==> src/rtl/univ_shift_reg.sv <==
`default_nettype none
// =============================================================================
// univ_shift_reg : WIDTH-bit universal register, 8 ops, sequenced multi-step shift
// Revision: 1.0
// =============================================================================
module univ_shift_reg #(
  parameter int               WIDTH     = 8,
  parameter int               AMT_W     = 4,
  parameter logic [WIDTH-1:0] RESET_VAL = '0
) (
  input  logic             clk,
  input  logic             reset,
  input  logic             en,
  input  logic             start,
  input  logic [2:0]       op,
  input  logic [WIDTH-1:0] d,
  input  logic [AMT_W-1:0] amt,
  input  logic             sin,
  output logic [WIDTH-1:0] q,
  output logic             sout,
  output logic             busy,
  output logic             done
);

  localparam logic [2:0] OP_HOLD  = 3'b000;
  localparam logic [2:0] OP_LOAD  = 3'b001;
  localparam logic [2:0] OP_SHL   = 3'b010;
  localparam logic [2:0] OP_SHR   = 3'b011;
  localparam logic [2:0] OP_ROL   = 3'b100;
  localparam logic [2:0] OP_ROR   = 3'b101;
  localparam logic [2:0] OP_ASR   = 3'b110;
  localparam logic [2:0] OP_CLEAR = 3'b111;

  typedef enum logic [0:0] {
    S_IDLE  = 1'b0,
    S_SHIFT = 1'b1
  } state_t;

  state_t           state_q, state_d;
  logic [WIDTH-1:0] q_q, q_d;
  logic             sout_q, sout_d;
  logic             done_q, done_d;
  logic [AMT_W-1:0] cnt_q, cnt_d;
  logic [2:0]       op_q, op_d;

  logic [2:0]       w_step_op;
  logic [WIDTH-1:0] w_step_q;
  logic             w_step_sout;
  logic             w_seq_op;

  // While sequencing, the latched op drives the datapath; live op is ignored.
  assign w_step_op = (state_q == S_SHIFT) ? op_q : op;
  assign w_seq_op  = (op >= OP_SHL) && (op <= OP_ASR);

  always_comb begin
    w_step_q    = q_q;
    w_step_sout = sout_q;
    case (w_step_op)
      OP_LOAD:  w_step_q = d;
      OP_SHL: begin
        w_step_q    = {q_q[WIDTH-2:0], sin};
        w_step_sout = q_q[WIDTH-1];
      end
      OP_SHR: begin
        w_step_q    = {sin, q_q[WIDTH-1:1]};
        w_step_sout = q_q[0];
      end
      OP_ROL: begin
        w_step_q    = {q_q[WIDTH-2:0], q_q[WIDTH-1]};
        w_step_sout = q_q[WIDTH-1];
      end
      OP_ROR: begin
        w_step_q    = {q_q[0], q_q[WIDTH-1:1]};
        w_step_sout = q_q[0];
      end
      OP_ASR: begin
        w_step_q    = {q_q[WIDTH-1], q_q[WIDTH-1:1]};
        w_step_sout = q_q[0];
      end
      OP_CLEAR: w_step_q = '0;
      default:  ;
    endcase
  end

  always_comb begin
    state_d = state_q;
    q_d     = q_q;
    sout_d  = sout_q;
    cnt_d   = cnt_q;
    op_d    = op_q;
    done_d  = 1'b0;
    if (en) begin
      if (state_q == S_SHIFT) begin
        q_d    = w_step_q;
        sout_d = w_step_sout;
        cnt_d  = cnt_q - AMT_W'(1);
        if (cnt_q == AMT_W'(1)) begin
          state_d = S_IDLE;
          done_d  = 1'b1;
        end
      end else if (start && w_seq_op && (amt != '0)) begin
        q_d    = w_step_q;
        sout_d = w_step_sout;
        op_d   = op;
        if (amt == AMT_W'(1)) begin
          done_d = 1'b1;
        end else begin
          state_d = S_SHIFT;
          cnt_d   = amt - AMT_W'(1);
        end
      end else if (start && w_seq_op) begin
        // Zero-length shift degenerates to HOLD but still handshakes.
        done_d = 1'b1;
      end else begin
        q_d    = w_step_q;
        sout_d = w_step_sout;
        done_d = start;
      end
    end
  end

  always_ff @(posedge clk or negedge reset) begin
    if (!reset) begin
      state_q <= S_IDLE;
      q_q     <= RESET_VAL;
      sout_q  <= 1'b0;
      done_q  <= 1'b0;
      cnt_q   <= '0;
      op_q    <= OP_HOLD;
    end else begin
      state_q <= state_d;
      q_q     <= q_d;
      sout_q  <= sout_d;
      done_q  <= done_d;
      cnt_q   <= cnt_d;
      op_q    <= op_d;
    end
  end

  assign q    = q_q;
  assign sout = sout_q;
  assign busy = (state_q == S_SHIFT);
  assign done = done_q;

endmodule
`default_nettype wire

==> config.mk <==
export PLATFORM = sky130hd
export DESIGN_NAME = univ_shift_reg
export DESIGN_NICKNAME = d
export VERILOG_FILES = /design/src/rtl/univ_shift_reg.sv
export SDC_FILE = /design/constraint.sdc
export NUM_CORES = 1
export LEC_CHECK = 0
export BUFFER_PORTS_ARGS = -buffer_cell sky130_fd_sc_hd__buf_4
export CAP_MARGIN = 30
export CORE_MARGIN = 10
export CORE_UTILIZATION = 45
export CTS_CLUSTER_SIZE = 8
export DETAILED_ROUTE_END_ITERATION = 6
export PLACE_DENSITY = 0.67
export SLEW_MARGIN = 0
export SYNTH_ARGS = -nofsm -noshare
export SYNTH_HDL_FRONTEND = slang
export SYNTH_SLANG_ARGS = --single-unit
==> constraint.sdc <==
create_clock -name clk -period 4.8 [get_ports clk]
set_input_delay 0.48 -clock clk [delete_from_list [all_inputs] [get_ports clk]]
set_output_delay 0.48 -clock clk [all_outputs]
set_load 0.03 [all_outputs]
# Word-level counts from Yosys, hierarchy flattened
# Index checks and enable logic that the tools add are counted.
# totals
inputBits	20
output_inout_bits	11
wordCells	54
register_bits	18
# op_classes
magnitude_cmp	2
eq_ne	11
bitwise_logic	1
mux	22
add_sub_neg	2
reduce_logical	10
# ops
op	n
$pmux 8 s7	1
$mux 8	3
$mux 1	13
$eq 3x3->1 const B	4
$mux 4	3
$eq 4x1->1 const B	2
$sub 4x1->4 const B	2
$eq 3x2->1 const B	2
$reduce_and 3->1	2
$reduce_bool 4->1	1
$eq 3x1->1 const B	1
$ge 3x2->1 const B	1
$le 3x3->1 const B	1
$logic_and 1x1->1	3
$mux 3	1
$ne 3x2->1 const B	1
$reduce_or 3->1	1
$ne 2x2->1 const B	1
$pmux 1 s2	1
$reduce_and 2->1	1
$reduce_bool 2->1	1
$reduce_or 2->1	1
$not 1->1	1

# Longest topological paths before layout
# logic_depth
depth_word	7
mapped_depth	8
ltp_nobuf	7

# Worst setup path after synthesis
# OpenSTA, ideal clock, no wires.
# synth_path
path_kind	in2reg
start	input amt[0]
end	register q_q[0], in the netlist q[0]
t_required_ps	4675
path_buffers	0
arrival_time_ps	1921
setup_ps	125
path_stages	6
path_slack_ps	2753
path_cell_list	inv_1 -> ha_1 -> or3b_1 -> o41a_4 -> a21boi_4 -> mux2_4
# synth_via
elab_chain_cells	4
elab_cells_between_ends	6
classes_between	1 x eq/ne; 2 x mux; 3 x reduce/logical
# synth_rtl
item	line	rtl
start: declaration	17	input logic [AMT_W-1:0] amt,
$reduce_bool 4->1 *	101	end else if (start && w_seq_op && (amt != '0)) begin
$logic_and 1x1->1 *	101	
$ne 3x2->1 (no source line) or $mux 8 (tied branches)	--	
$reduce_and 2->1 (no source line) or $mux 8 (tied branches)	--	
end signal: assignment	132	q_q <= q_d;
end: declaration	40	logic [WIDTH-1:0] q_q, q_d;
# Mark *: on every way between the ends. The rest lies on a longest branch, timed or not.
# A chain may end at the register's enable or synchronous reset.

# Worst setup path in the final report
# layout_path
start	register state_q, in the netlist busy
end	register q_q[5], in the netlist q[5]
# layout_via
elab_chain_cells	6
elab_cells_between_ends	14
classes_between	8 x eq/ne; 5 x mux; 1 x reduce/logical
# layout_rtl
item	line	rtl
start: declaration	39	state_t state_q, state_d;
start signal: assignment	131	state_q <= state_d;
$mux 3	52	assign w_step_op = (state_q == S_SHIFT) ? op_q : op;
$eq 3x3->1 (tied with other cells)	58	case (w_step_op)
$pmux 8 s7	58	
$mux 8	111	end else if (start && w_seq_op) begin
$mux 8	101	
$mux 8	93	if (state_q == S_SHIFT) begin
# Several ways; a longest one is shown, not always the timed one. The select of a mux whose other input is x is not followed.

==> summary.md <==
| Metric | Value |
|---|---|
| Initial Util | 47.0% |
| Clock Path Buffers | 2 |
| Worst Tran Pin Value | 0.898 ns |
| Max FO, Critical Path | 23 |
| First-pass GRT wire length | 5.87 mm |
| RSZ-0062 raised after global routing | no |
| Setup violations, final | 0 |
| Dpl hpwl | 2.61 mm |
| Final TNS setup | 0 ns |
| Number of flops mapped to enable cells by yosys | 0 |
| 1st-pass router iterations | 4 |
| Gate power share | 63.9% |
| Min cycle time layout | 2.39 ns |
| Leak | 0.757 nW |
| Sequential group share of total power | 28.3% |
| FF-to-FF Start | busy$_DFFE_PN0P_ |
| Share of cells above drive strength 1 | 30.1% |
| Post-synth ARST share | 100% |
| Num ports | 31 |
| PwrDens | 738 mW/mm² |
| Yosys warnings | 0 |
| Drt total wl | 3.48 mm |
| Post-Syn Area per Cell | 9.16 µm² |
| Register bit total from synthesis | 18 |
| Cells after Synth | 158 |
| Largest cells by area after synthesis | dfrtp_1 31%, a21oi_1 8.3%, nand2_1 5.4% |
| Yosys top cell area share | 31.1% |
| Critical path class | reg -> reg |
| Total of max-cap violations | 0 |
| Final core utilization | 55.6% |
| Reg2Reg Setup Slack | 2.41 ns |
| N_diodes | 0 |
| CTS resizes | 0 |
| DR DRC count | 0 |
| Arrival time of the worst setup path | 2.58 ns |
| Leading area contributor after synthesis | dfrtp_1 |
| Post-CTS Hold Buffers | 0 |
| P&R area growth vs syn | 18.2% |
| Core box area | 0.00308 mm² |
| Reg-to-reg endpoint | q[5]$_DFFE_PN0P_ |
| Area of the die | 0.00589 mm² |
| Critical path endpoint category | flip-flop |
| Slew Limit Fails | 0 |
| Final Hold Vio Count | 0 |
| Syn Nets | 182 |
| Final worst-path cycle share | 49.7% |
| Worst IR drop on VDD | 0.000294 V |
| Psw | 0.627 mW |
| Post-CTS Setup Repair Bufs | 0 |
| Die Y-Extent | 76.7 µm |
| Clock power frac | 7.8% |
| Vias per cell | 5.67 |
| Largest net degree at the start of global routing | 24 |
| Global placement routability congestion | 0.820 |
| All-Layer GR Usage | 11.6% |
| Row count | 20 |
| Initial DRC count | 95 |
| CTS tree | yes |
| Antenna-violating nets left | 0 |
| Outcome | finished, final reports clean |
| Top_reg_cell synth | dfrtp_1 |
| IO buf count | 30 |
| Initial antenna violation count | 0 |
| Num Clock Sinks | 18 |
| Vias after detailed routing | 1303 |
| FF-to-FF path depth | 5 |
| Data required time of the worst path | 5.00 ns |
| Clk_lat worst skew | 0.30 ns |
| Type of the worst min-delay path | in -> async |
| Slew margin rel. | 40.1% |
| Worst-path clk slew | 0.11 ns |
| Switching share of power | 49.7% |
| Final Skew | 0.00116 ns |
| Layout net count | 211 |
| Wire per inst | 15.1 µm |
| Filler Cells Inserted | 287 |
| Power Internal | 0.636 mW |
| Max Clk Rate | 419 MHz |
| Register area share after synthesis | 31.1% |
| Number of buffers created by CTS | 3 |
| Cell Area, Synth | 0.00145 mm² |
| GRT overflow | 0 |
| Synth cell types | 42 |
| Chip width | 76.7 µm |
| Setup crit start kind | flip-flop |
| Number of global-route vias before repair | 1203 |
| H-tree depth | 1 |
| Clk Tree Root Cell | clkbuf_4 |
## cell usage after synthesis, types with 2 or more instances
cell and n:
nand2_1 21, o21ai_0 6, mux2i_4 3, inv_1 5
nand3_1 3, clkbuf_1 2, dfrtp_1 18, a221oi_1 5
mux2_4 4, nor2_1 10, a21oi_1 24, xor2_1 3
and3_1 2, nor3b_1 2, mux2_2 5, o22ai_1 3
a211oi_1 3, nor3_1 7, buf_6 4, o21ai_1 3
ha_1 4
## kinds of logic after synthesis
kind of cell             after synthesis  share of synthesized area [%]
AND/OR/NAND/NOR                       53                           18.3
multiplexers                          12                           12.7
adder cells (fa/ha/maj)                4                           3.46
AO/OA/AOI/OAI                         55                           25.9
XOR/XNOR                               5                           3.54
buffers and inverters                 11                           4.93
flip-flops                            18                           31.1
## power by group through the flow
stage,Sequential (mW),Clock [mW],Combinational (mW)
6_report,0.358,0.0980,0.807
5_1_grt,0.374,0.107,0.893
4_1_cts,0.357,0.101,0.812
3_5_place_dp,0.360,0,0.806
3_3_place_gp,0.355,0,0.801
2_1_floorplan,0.398,0,0.585
## stage by stage
step | total power [mW] | setup WS [ns] | instances | hold WS (ns) | cell area (µm²)
5_1_grt | 1.37 | 2.26 | 230 | 0.0238 | 1710
6_report | 1.26 | 2.41 | 230 | 0.0287 | 1710
2_1_floorplan | 0.983 | 2.75 | 158 | 0.184 | 1450
4_1_cts | 1.27 | 2.40 | 230 | 0.0350 | 1710
3_5_place_dp | 1.17 | 2.41 | 226 | 0.376 | 1680
3_3_place_gp | 1.16 | 2.50 | 226 | 0.369 | 1680
## placed cells by master (no fill, tap or decap), types with 4 or more instances in the layout
cell type,instances
nand2_1,21
a221oi_1,5
inv_1,5
buf_4,30
ha_1,4
nor2_1,10
o21ai_0,6
dfrtp_1,18
mux2_2,5
nor3_1,7
a21oi_1,24
mux2_4,4
## critical path, cell delays in order (launching register included)
cell	delay, ns
dfrtp_1	0.95
mux2i_4	0.60
mux2_4	0.35
o21ai_2	0.05
a21oi_1	0.08
mux2_4	0.25
## worst max-delay path by stage
| stage | start | cells after the start | to |
|---|---|---|---|
| 6_report | busy$_DFFE_PN0P_ | 5 | q[5]$_DFFE_PN0P_ |
| 5_1_grt | busy$_DFFE_PN0P_ | 5 | q[5]$_DFFE_PN0P_ |
| 4_1_cts | busy$_DFFE_PN0P_ | 5 | q[5]$_DFFE_PN0P_ |
| 3_5_place_dp | busy$_DFFE_PN0P_ | 5 | q[5]$_DFFE_PN0P_ |
| 3_3_place_gp | busy$_DFFE_PN0P_ | 5 | q[5]$_DFFE_PN0P_ |
| 2_1_floorplan | amt[0] | 6 | q[0]$_DFFE_PN0P_ |
## layer usage
| metal | global-route usage [%] | share of wire [%] | up-vias |
|---|---|---|---|
| li1 | - | - | 643 |
| met2 | 17.5 | 45 | 39 |
| met1 | 15.2 | 47 | 617 |
| met3 | 3.50 | 7.1 | 4 |
| met5 | 0 | 0 | - |
| met4 | 4.09 | 0.98 | 0 |
## final cells by class
cell class                      instances  area, µm²  area share (%)
Clock buffer                            4       36.3            2.12
Inverter                                5       18.8            1.10
Multi-Input combinational cell        129        926            54.1
Sequential cell                        18        450            26.3
Tap cell                               44       55.1            3.22
Timing Repair Buffer                   30        225            13.2
## registers in the layout (all words and copies together), names as in the netlist
name	cells
op_q	3
done	1
q	8
cnt_q	4
sout	1
busy	1
Note: power is estimated with default switching activity, not from simulation.
